### src/rtl/uart_program_loader.sv
// Boot loader: assembles little-endian 32-bit words from a UART byte stream,
// writes them to the instruction ROM and holds the CPU in reset until done.
module uart_program_loader #(
    parameter int ROM_ADDRESS_BITWIDTH = 10
) (
    input  logic                            clk,
    input  logic                            reset_n,
    input  logic                            rx_valid,
    input  logic [7:0]                      rx_data,
    output logic                            rom_wren,
    output logic [ROM_ADDRESS_BITWIDTH-1:0] rom_address,
    output logic [31:0]                     rom_write_data,
    output logic                            cpu_reset_n,
    output logic                            loading,
    output logic                            error,
    output logic [31:0]                     checksum
);

    localparam int AW  = ROM_ADDRESS_BITWIDTH;
    localparam int WCW = AW - 1;
    localparam int unsigned DEPTH = 2 ** (AW - 2);

    typedef enum logic [2:0] {
        S_RECV_LEN,
        S_LOAD,
        S_FLUSH,
        S_DONE,
        S_ERROR
    } state_t;

    state_t          r_state;
    logic [1:0]      r_byte_cnt;
    logic [WCW-1:0]  r_word_cnt;
    logic [31:0]     r_len;
    logic [31:0]     r_word;
    logic            r_wren;
    logic [AW-1:0]   r_addr;
    logic [31:0]     r_data;
    logic [31:0]     r_checksum;
    logic            r_cpu_reset_n;
    logic            r_loading;
    logic            r_error;

    // Bytes arrive least-significant first, so shifting in from the top
    // leaves byte k at bits [8k+7:8k] after four bytes.
    logic [31:0] w_len_next;
    logic [31:0] w_word_next;
    logic        w_last_word;

    assign w_len_next  = {rx_data, r_len[31:8]};
    assign w_word_next = {rx_data, r_word[31:8]};
    assign w_last_word = (32'(r_word_cnt) == (r_len - 32'd1));

    always_ff @(posedge clk) begin
        if (!reset_n) begin
            r_state       <= S_RECV_LEN;
            r_byte_cnt    <= 2'd0;
            r_word_cnt    <= '0;
            r_len         <= 32'd0;
            r_word        <= 32'd0;
            r_wren        <= 1'b0;
            r_addr        <= '0;
            r_data        <= 32'd0;
            r_checksum    <= 32'd0;
            r_cpu_reset_n <= 1'b0;
            r_loading     <= 1'b1;
            r_error       <= 1'b0;
        end else begin
            r_wren <= 1'b0;
            case (r_state)
                S_RECV_LEN: begin
                    if (rx_valid) begin
                        r_len      <= w_len_next;
                        r_byte_cnt <= r_byte_cnt + 2'd1;
                        if (r_byte_cnt == 2'd3) begin
                            if (w_len_next == 32'd0) begin
                                r_state <= S_DONE;
                            end else if (w_len_next > 32'(DEPTH)) begin
                                r_state   <= S_ERROR;
                                r_error   <= 1'b1;
                                r_loading <= 1'b0;
                            end else begin
                                r_state <= S_LOAD;
                            end
                        end
                    end
                end
                S_LOAD: begin
                    if (rx_valid) begin
                        r_word     <= w_word_next;
                        r_byte_cnt <= r_byte_cnt + 2'd1;
                        if (r_byte_cnt == 2'd3) begin
                            r_wren     <= 1'b1;
                            r_addr     <= {r_word_cnt[AW-3:0], 2'b00};
                            r_data     <= w_word_next;
                            r_checksum <= r_checksum + w_word_next;
                            r_word_cnt <= r_word_cnt + {{(WCW-1){1'b0}}, 1'b1};
                            if (w_last_word) begin
                                r_state <= S_FLUSH;
                            end
                        end
                    end
                end
                S_FLUSH: begin
                    r_state <= S_DONE;
                end
                // Release is registered one cycle after entering DONE.
                S_DONE: begin
                    r_cpu_reset_n <= 1'b1;
                    r_loading     <= 1'b0;
                end
                S_ERROR: begin
                    r_error <= 1'b1;
                end
                default: begin
                    r_state <= S_ERROR;
                end
            endcase
        end
    end

    assign rom_wren       = r_wren;
    assign rom_address    = r_addr;
    assign rom_write_data = r_data;
    assign checksum       = r_checksum;
    assign cpu_reset_n    = r_cpu_reset_n;
    assign loading        = r_loading;
    assign error          = r_error;

endmodule

### config.mk
export PLATFORM = sky130hd
export DESIGN_NAME = uart_program_loader
export DESIGN_NICKNAME = d
export VERILOG_FILES = /design/src/rtl/uart_program_loader.sv
export SDC_FILE = /design/constraint.sdc
export NUM_CORES = 1
export LEC_CHECK = 0
export BUFFER_PORTS_ARGS = -buffer_cell sky130_fd_sc_hd__buf_2
export CORE_UTILIZATION = 30
export DETAILED_ROUTE_END_ITERATION = 7
export REMOVE_ABC_BUFFERS = 1
export SLEW_MARGIN = 20
export SYNTH_ARGS = -nofsm -noshare
export SYNTH_HDL_FRONTEND = slang
export SYNTH_SLANG_ARGS = --single-unit
### constraint.sdc
create_clock -name clk -period 2.6 [get_ports clk]
set_input_delay 0.26 -clock clk [delete_from_list [all_inputs] [get_ports clk]]
set_output_delay 0.26 -clock clk [all_outputs]
set_load 0.02 [all_outputs]
==> metrics.md, run 1 <==
| Metric | Value |
|---|---|
| Largest net degree at the start of global routing | between 60 and 70 |
| Cell area after synthesis | around 0.0076 mm2 |
| Post-synth top area cell | dfxtp_1 |
| Reg clk slew, reported paths | about 60 ps |
| Stages on worst setup path | 8 |
| Vias post-DR | 7526 |
| Netlist cell types | 75 |
| # port buffers | between 80 and 90 |
| Antenna viol nets, final | 0 |
| Seq pwr share | 0.436 |
| Worst path required time | between 2000 and 3000 ps |
| Async SR Flop Fraction | 0 |
| Final Cell Area | 0.00995 mm2 |
| RR Startpoint | r_len[20]$_SDFFE_PN0P_ |
| Worst Hold Depth | 3 |
| Startpoint types | flip-flop |
| Clock buffer depth | 2 |
| Area of the multi-input gates | approximately 0.0047 mm2 |
| Sequential area share after synthesis | 0.386 |
| Crit path arrival time | slightly above 3000 ps |
| Run status | finished with violations |
| Failing checks | negative setup slack |
| Final cell count without fillers | around 1500 |
| Grt ovf | 0 |
| Routability cong. | approximately 0.9 |
| Leading cell type in the layout, fill and taps excluded | nand2_1 |
| Layout cells sized above 1 | 0.254 |
| Comb power frac | 0.061 |
| Number of synthesized flops with an enable pin | 0 |
| P_int | between 0.004 and 0.005 W |
| MaxCap Viol Count | 0 |
| WS Path Type | reg2reg |
| Final hold vios | 0 |
| Drt pass-1 iters | 5 |
| # fillers | between 2000 and 3000 |
| Number of global-route vias before repair | roughly 7100 |
| Post-Syn Instances | slightly below 1000 |
| Crit end category | flip-flop |
| Worst R2R Path Depth | 8 |
| Top cell type's share of synthesized area | 0.386 |
| CP delay by family, top | simple AND/OR/NAND/NOR gates |
| Starting Density | 0.308 |
| Max VDD drop | roughly 0.42 mV |
| CP Buf/Inv Count | 0 |
| RSZ-0062 raised after global routing | yes |
| Net Sw Frac | 0.228 |
| DP Cell Count | ~1400 |
| CP Launch Point | r_len[20]$_SDFFE_PN0P_ |
| Slowest-stage cell, CP | or4_4 |
| Top FF cell, synth | dfxtp_1 |
| DP HPWL | approximately 17000 um |
| Final nets | 1180 |
| CTS root buf | clkbuf_16 |
| Clk Latency, worst-skew pair | ~420 ps |
| Area Growth Syn to Fin | 31.5% |
| Sink Count | 146 |
| Die Span Y | between 150 and 200 um |
| CTS HTree Levels | 4 |
| Hold buffers post-CTS | 0 |
| Global-route wire length before repair | 37500 um |
| CTS tree | done |
| IO Count | a little under 90 |
| Vias/cell | between 5 and 6 |
| Max Clk Rate | 0.364 GHz |
| DRT iter0 DRCs | approximately 600 |
| Final wirelength | roughly 23000 um |
| Min cycle time layout | 2750 ps |
| Hold_sp | rx_data[6] |
| CTS Buf Count | 17 |
| Avg Inst Size Synth | 7.70 um2 |
| Setup violations, final | 7 |
| Crit path cell chain | or4_4 > or3_4 > or4_4 > or4_4 > a21oi_4 > o21a_1 > nor3_1 > o21a_1 |
| P_leak | 4.16 nW |
| Hold WC Path Type | in2reg |
| Gr usage total | 0.180 |
| PnR worst setup slack | -148 ps |
| Slew Limit Fails | 0 |
| CP max stage delay | roughly 530 ps |
| Pwr Density | 525 mW/mm2 |
| Dpl ws | -230 ps |
| Core area | around 0.025 mm2 |
| FF-to-FF End | error$_SDFFE_PN0P_ |
| Tot Pwr | 0.00522 W |
| Critical path's most frequent cell | or4_4 |
| Final period util | 1.06 |
| Cell Rows | 57 |
| Synth warn | 0 |
| WL per Instance | about 16 um |
| NetSw | around 0.0012 W |
| CP max FO | 4 |
| Area contributors post-synth | dfxtp_1 39%, nand2_1 12%, a21oi_1 9.5% |
| Die width | 161 um |
| Clock power frac | 0.503 |
| Fin util | 0.405 |
| Die ar. | about 0.026 mm2 |
| Register bit count reported by yosys | ~150 |
| Post-DP Area | between 0.008 and 0.009 mm2 |
| Reg2reg setup slack | -150 ps |
| Commonest non-fill, non-tap cells in the layout | 250 x nand2_1, 141 x dfxtp_1, 140 x a21oi_1, 104 x buf_4, 86 x buf_2 |
| Final routed DRC violation total | 0 |
| Worst setup endpoint | error$_SDFFE_PN0P_ |
| Antenna violations before repair | 0 |
| Clk_skew | 5.96 ps |
| Sequential cell area | between 0.002 and 0.003 mm2 |
[flip-flops by register name (all words and copies together) (netlist names)]
signal and flops:
checksum 32, cpu_reset_n 1, error 1, loading 1, r_byte_cnt 2, r_len 32
r_state 3, r_word 24, r_word_cnt 9, rom_address 8, rom_wren 1, rom_write_data 32
[power groups by stage]
stage / Combinational (W) / Sequential (W) / Clock (W)
after global placement: 0.000294 / 0.00232 / 0
after global routing: 0.000345 / 0.00228 / 0.00276
after floorplan: 0.000152 / 0.00232 / 0
final: 0.000318 / 0.00227 / 0.00263
after detailed placement: 0.000297 / 0.00232 / 0
after CTS: 0.000309 / 0.00227 / 0.00267
[logic make-up after synthesis]
logic type	after synthesis	synth area share
compound gates	269	0.216
xor+xnor	32	0.0371
fa+ha+maj	35	0.0589
buf+inv	78	0.0445
flops	146	0.386
mux	4	0.00563
other cells	1	0.000496
simple gates	417	0.250
[synthesized netlist by cell type (all sizes together), types with 3 or more instances]
library cell / instances
xor2: 23
nor3: 22
a211oi: 13
o31ai: 10
nand2: 251
and3: 6
o31a: 3
nand4: 9
o211ai: 6
nor2b: 4
a311oi: 4
xnor2: 9
nor2: 46
or4: 8
a31oi: 6
ha: 34
nor4: 10
a21oi: 145
nand4b: 3
a21o: 13
or3: 8
and2: 6
o311ai: 3
nand3: 21
o21ai: 25
a22oi: 3
nor3b: 5
clkbuf: 51
dfxtp: 146
buf: 11
o21a: 14
inv: 16
or2: 4
nand3b: 6
[per-layer routing]
layer  global-route usage  wire (um)
met3               0.0307        923
met4               0.0566        363
met5                    0          0
met2                0.279      10500
met1                0.253      11600
[worst register-to-register path, cell delays in order, from the launching register on]
cell     delay (ps)
dfxtp_1         310
or4_4           530
or3_4           350
or4_4           450
or4_4           480
a21oi_4         150
o21a_1          170
nor3_1           50
o21a_1          170
[how the worst min path moves through the flow]
stage	end
3_5_place_dp	rom_write_data[10]$_SDFFE_PN0P_
3_3_place_gp	cpu_reset_n$_SDFFE_PN0P_
5_1_grt	r_word[30]$_SDFFE_PN0P_
6_report	rom_write_data[30]$_SDFFE_PN0P_
4_1_cts	r_word[30]$_SDFFE_PN0P_
2_1_floorplan	loading$_SDFFE_PN1P_
[timing repair]
| item | CTS | global route |
|---|---|---|
| gates resized for setup | 25 | 48 |
| pin swaps | 8 | 22 |
| buffers inserted | 1 | 2 |
| setup endpoints to repair | 17 | 24 |
[stage by stage]
stage	hold slack [ps]	setup TNS [ps]
finish	152	-584
global route	141	-1270
CTS	138	-400
detailed placement	444	-1830
global placement	438	-1570
floorplan	322	-27140
[cell type report]
cell class,count,area share
antenna,1,0.000252
multi-input combinational,759,0.468
clock inverter,9,0.0156
clock buffer,21,0.0463
tap,324,0.0408
inverter,16,0.00629
timing repair buffer,194,0.128
sequential,146,0.295
(Power assumes the default switching activity.)
==> run 2, diff against run 1 <==
--- a/config.mk
+++ b/config.mk
@@ -5,10 +5,11 @@
 export SDC_FILE = /design/constraint.sdc
 export NUM_CORES = 1
 export LEC_CHECK = 0
-export BUFFER_PORTS_ARGS = -buffer_cell sky130_fd_sc_hd__buf_2
 export CORE_UTILIZATION = 30
 export DETAILED_ROUTE_END_ITERATION = 7
+export DONT_BUFFER_PORTS = 1
 export REMOVE_ABC_BUFFERS = 1
+export SKIP_LAST_GASP = 1
 export SLEW_MARGIN = 20
 export SYNTH_ARGS = -nofsm -noshare
 export SYNTH_HDL_FRONTEND = slang
==> run 2 against run 1 <==
Compared with the run above:
- the run still ends with negative setup slack left
- non-clock buffer count decreased by 38
- utilization about the same
- worst setup slack gained 26 ps
- cell area about the same
==> metrics.md, run 2 (synthesis results as in run 1) <==
| Metric | Value |
|---|---|
| Net Sw Frac | 0.237 (+0.00901) |
| P_leak | 3.91 nW (-6.1%) |
| Crit end category | flip-flop |
| Largest net degree at the start of global routing | 76 (+25%) |
| Pwr Density | 526 mW/mm2 (+0.27%) |
| Drt pass-1 iters | 5 (unchanged) |
| Antenna violations before repair | 0 (unchanged) |
| Final wirelength | 24100 um (+3.4%) |
| Post-route setup TNS | -438 ps (+146 ps) |
| Die Span Y | 161 um (unchanged) |
| Reg clk slew, reported paths | 60 ps (about the same) |
| Antenna Cells | 0 (-1) |
| Routability cong. | 0.887 (+0.99%) |
| Antenna viol nets, final | 0 (unchanged) |
| Startpoint types | flip-flop |
| Final cell count without fillers | 1433 (-2.5%) |
| Layout cells sized above 1 | 0.224 (-0.0305) |
| RSZ-0062 raised after global routing | yes |
| Area Growth Syn to Fin | 31.6% (about the same) |
| Commonest non-fill, non-tap cells in the layout | 250 x nand2_1, 140 x dfxtp_1, 137 x a21oi_1, 134 x buf_4, 43 x nor2_1 |
| DP HPWL | 16700 um (+0.84%) |
| Final nets | 1142 (-3.2%) |
| CTS Buf Count | 17 (unchanged) |
| Crit path arrival time | 3040 ps (-20 ps) |
| Clock buffer depth | 2 (unchanged) |
| Max Clk Rate | 0.367 GHz (+0.94%) |
| DRT iter0 DRCs | 479 (-20%) |
| MaxCap Viol Count | 0 (unchanged) |
| # port buffers | 0 (-100%) |
| Die width | 161 um (unchanged) |
| Gr usage total | 0.186 (+0.00596) |
| Leading cell type in the layout, fill and taps excluded | nand2_1 |
| Die ar. | 0.0258 mm2 (unchanged) |
| Max VDD drop | 0.378 mV (-10%) |
| Seq pwr share | 0.434 (-0.002) |
| Hold WC Path Type | in2reg |
| Comb power frac | 0.058 (-0.003) |
| Run status | finished with violations |
| Sink Count | 146 (unchanged) |
| Clock power frac | 0.508 (+0.005) |
| Hold Slack | 13.3 ps (-138 ps) |
| P_int | 0.00399 W (-0.87%) |
| Final routed DRC violation total | 0 (unchanged) |
| Global-route wire length before repair | 38200 um (+1.8%) |
| Setup violations, final | 6 (-1) |
| Tot Pwr | 0.00524 W (+0.30%) |
| Cell Rows | 57 (unchanged) |
| Worst Tran Pin Value | around 780 ps |
| Worst path required time | 2920 ps (about the same) |
| Min cycle time layout | 2720 ps (-25.7 ps) |
| CP max FO | 4 (unchanged) |
| PnR worst setup slack | -122 ps (+25.7 ps) |
| Vias/cell | 5.24 (+2.3%) |
| DP Cell Count | 1380 (-3.9%) |
| Slew HR | 0.478 |
| CTS tree | done |
| WS Path Type | reg2reg |
| CTS root buf | clkbuf_16 |
| CTS HTree Levels | 4 (unchanged) |
| Final hold vios | 0 (unchanged) |
| Slew Limit Fails | 0 (unchanged) |
| Number of global-route vias before repair | 6996 (-1.7%) |
| Grt ovf | 0 (unchanged) |
| WL per Instance | 16.8 um (+6.0%) |
| Clk Latency, worst-skew pair | 430 ps (about the same) |
| Vias post-DR | 7508 (-0.24%) |
| Core area | 0.0245 mm2 (unchanged) |
| IO Count | 89 (unchanged) |
| Final period util | 1.05 (-0.00988) |
| Failing checks | negative setup slack |
| Clk_skew | 17.2 ps (+11.2 ps) |
| NetSw | 0.00124 W (+4.3%) |
| Starting Density | 0.308 (unchanged) |
run 2: stage by stage:
step,setup WS (ps),util,instance area [um2]
final,-122,0.405,9950
after global routing,-183,0.405,9950
after CTS,-116,0.394,9670
after detailed placement,-184,0.356,8740
after global placement,-160,0.356,8740
after floorplan,-819,-,7290
run 2: power by group through the flow:
stage	combinational [W]	clock [W]	sequential (W)
global placement	0.000261	0	0.00232
finish	0.000302	0.00266	0.00227
floorplan	0.000152	0	0.00232
CTS	0.000292	0.00270	0.00227
detailed placement	0.000260	0	0.00232
global route	0.000331	0.00280	0.00228
run 2: worst max-delay path, cell delays in order (launching register included):
cell and delay (ps):
dfxtp_2 310, or4_4 520, or3_4 340, or4_4 450, or4_4 470, a21oi_4 140, o21a_1 150, nor3_1 50
o21a_1 170
run 2: final timing paths:
kind,start,to,slack [ps],cells after the start
worst min register to register,r_byte_cnt[1]$_SDFFE_PN0P_,r_byte_cnt[1]$_SDFFE_PN0P_,460,2
worst max-delay path,r_len[20]$_SDFFE_PN0P_,error$_SDFFE_PN0P_,-120,8
worst min-delay path,reset_n,checksum[28]$_SDFFE_PN0P_,10,2
worst max register to register,r_len[20]$_SDFFE_PN0P_,error$_SDFFE_PN0P_,-120,8
run 2: what timing repair did:
item / 4_1_cts / 5_1_grt
setup buffers: 1 / 1
hold endpoints to repair: 40 / 0
pin swaps: 9 / 15
gates resized for setup: 20 / 59
hold buffers: 19 / 0
setup endpoints to repair: 16 / 24
run 2: per-layer routing:
metal	vias to the layer above	global-route usage	share of wire	wire length, um
met5	-	0	0	0
met4	0	0.0630	0.020	491
met3	32	0.0457	0.067	1610
met2	186	0.289	0.45	10800
met1	3607	0.251	0.46	11200
li1	3683	-	-	-
run 2: layout make-up:
type                       count  area, um2
fill                        2465      14600
multi-input combinational    759       4670
sequential                   146       2930
timing repair buffer         156       1250
clock buffer                  21        470
tap                          324        405
clock inverter                11        159
inverter                      16       62.6
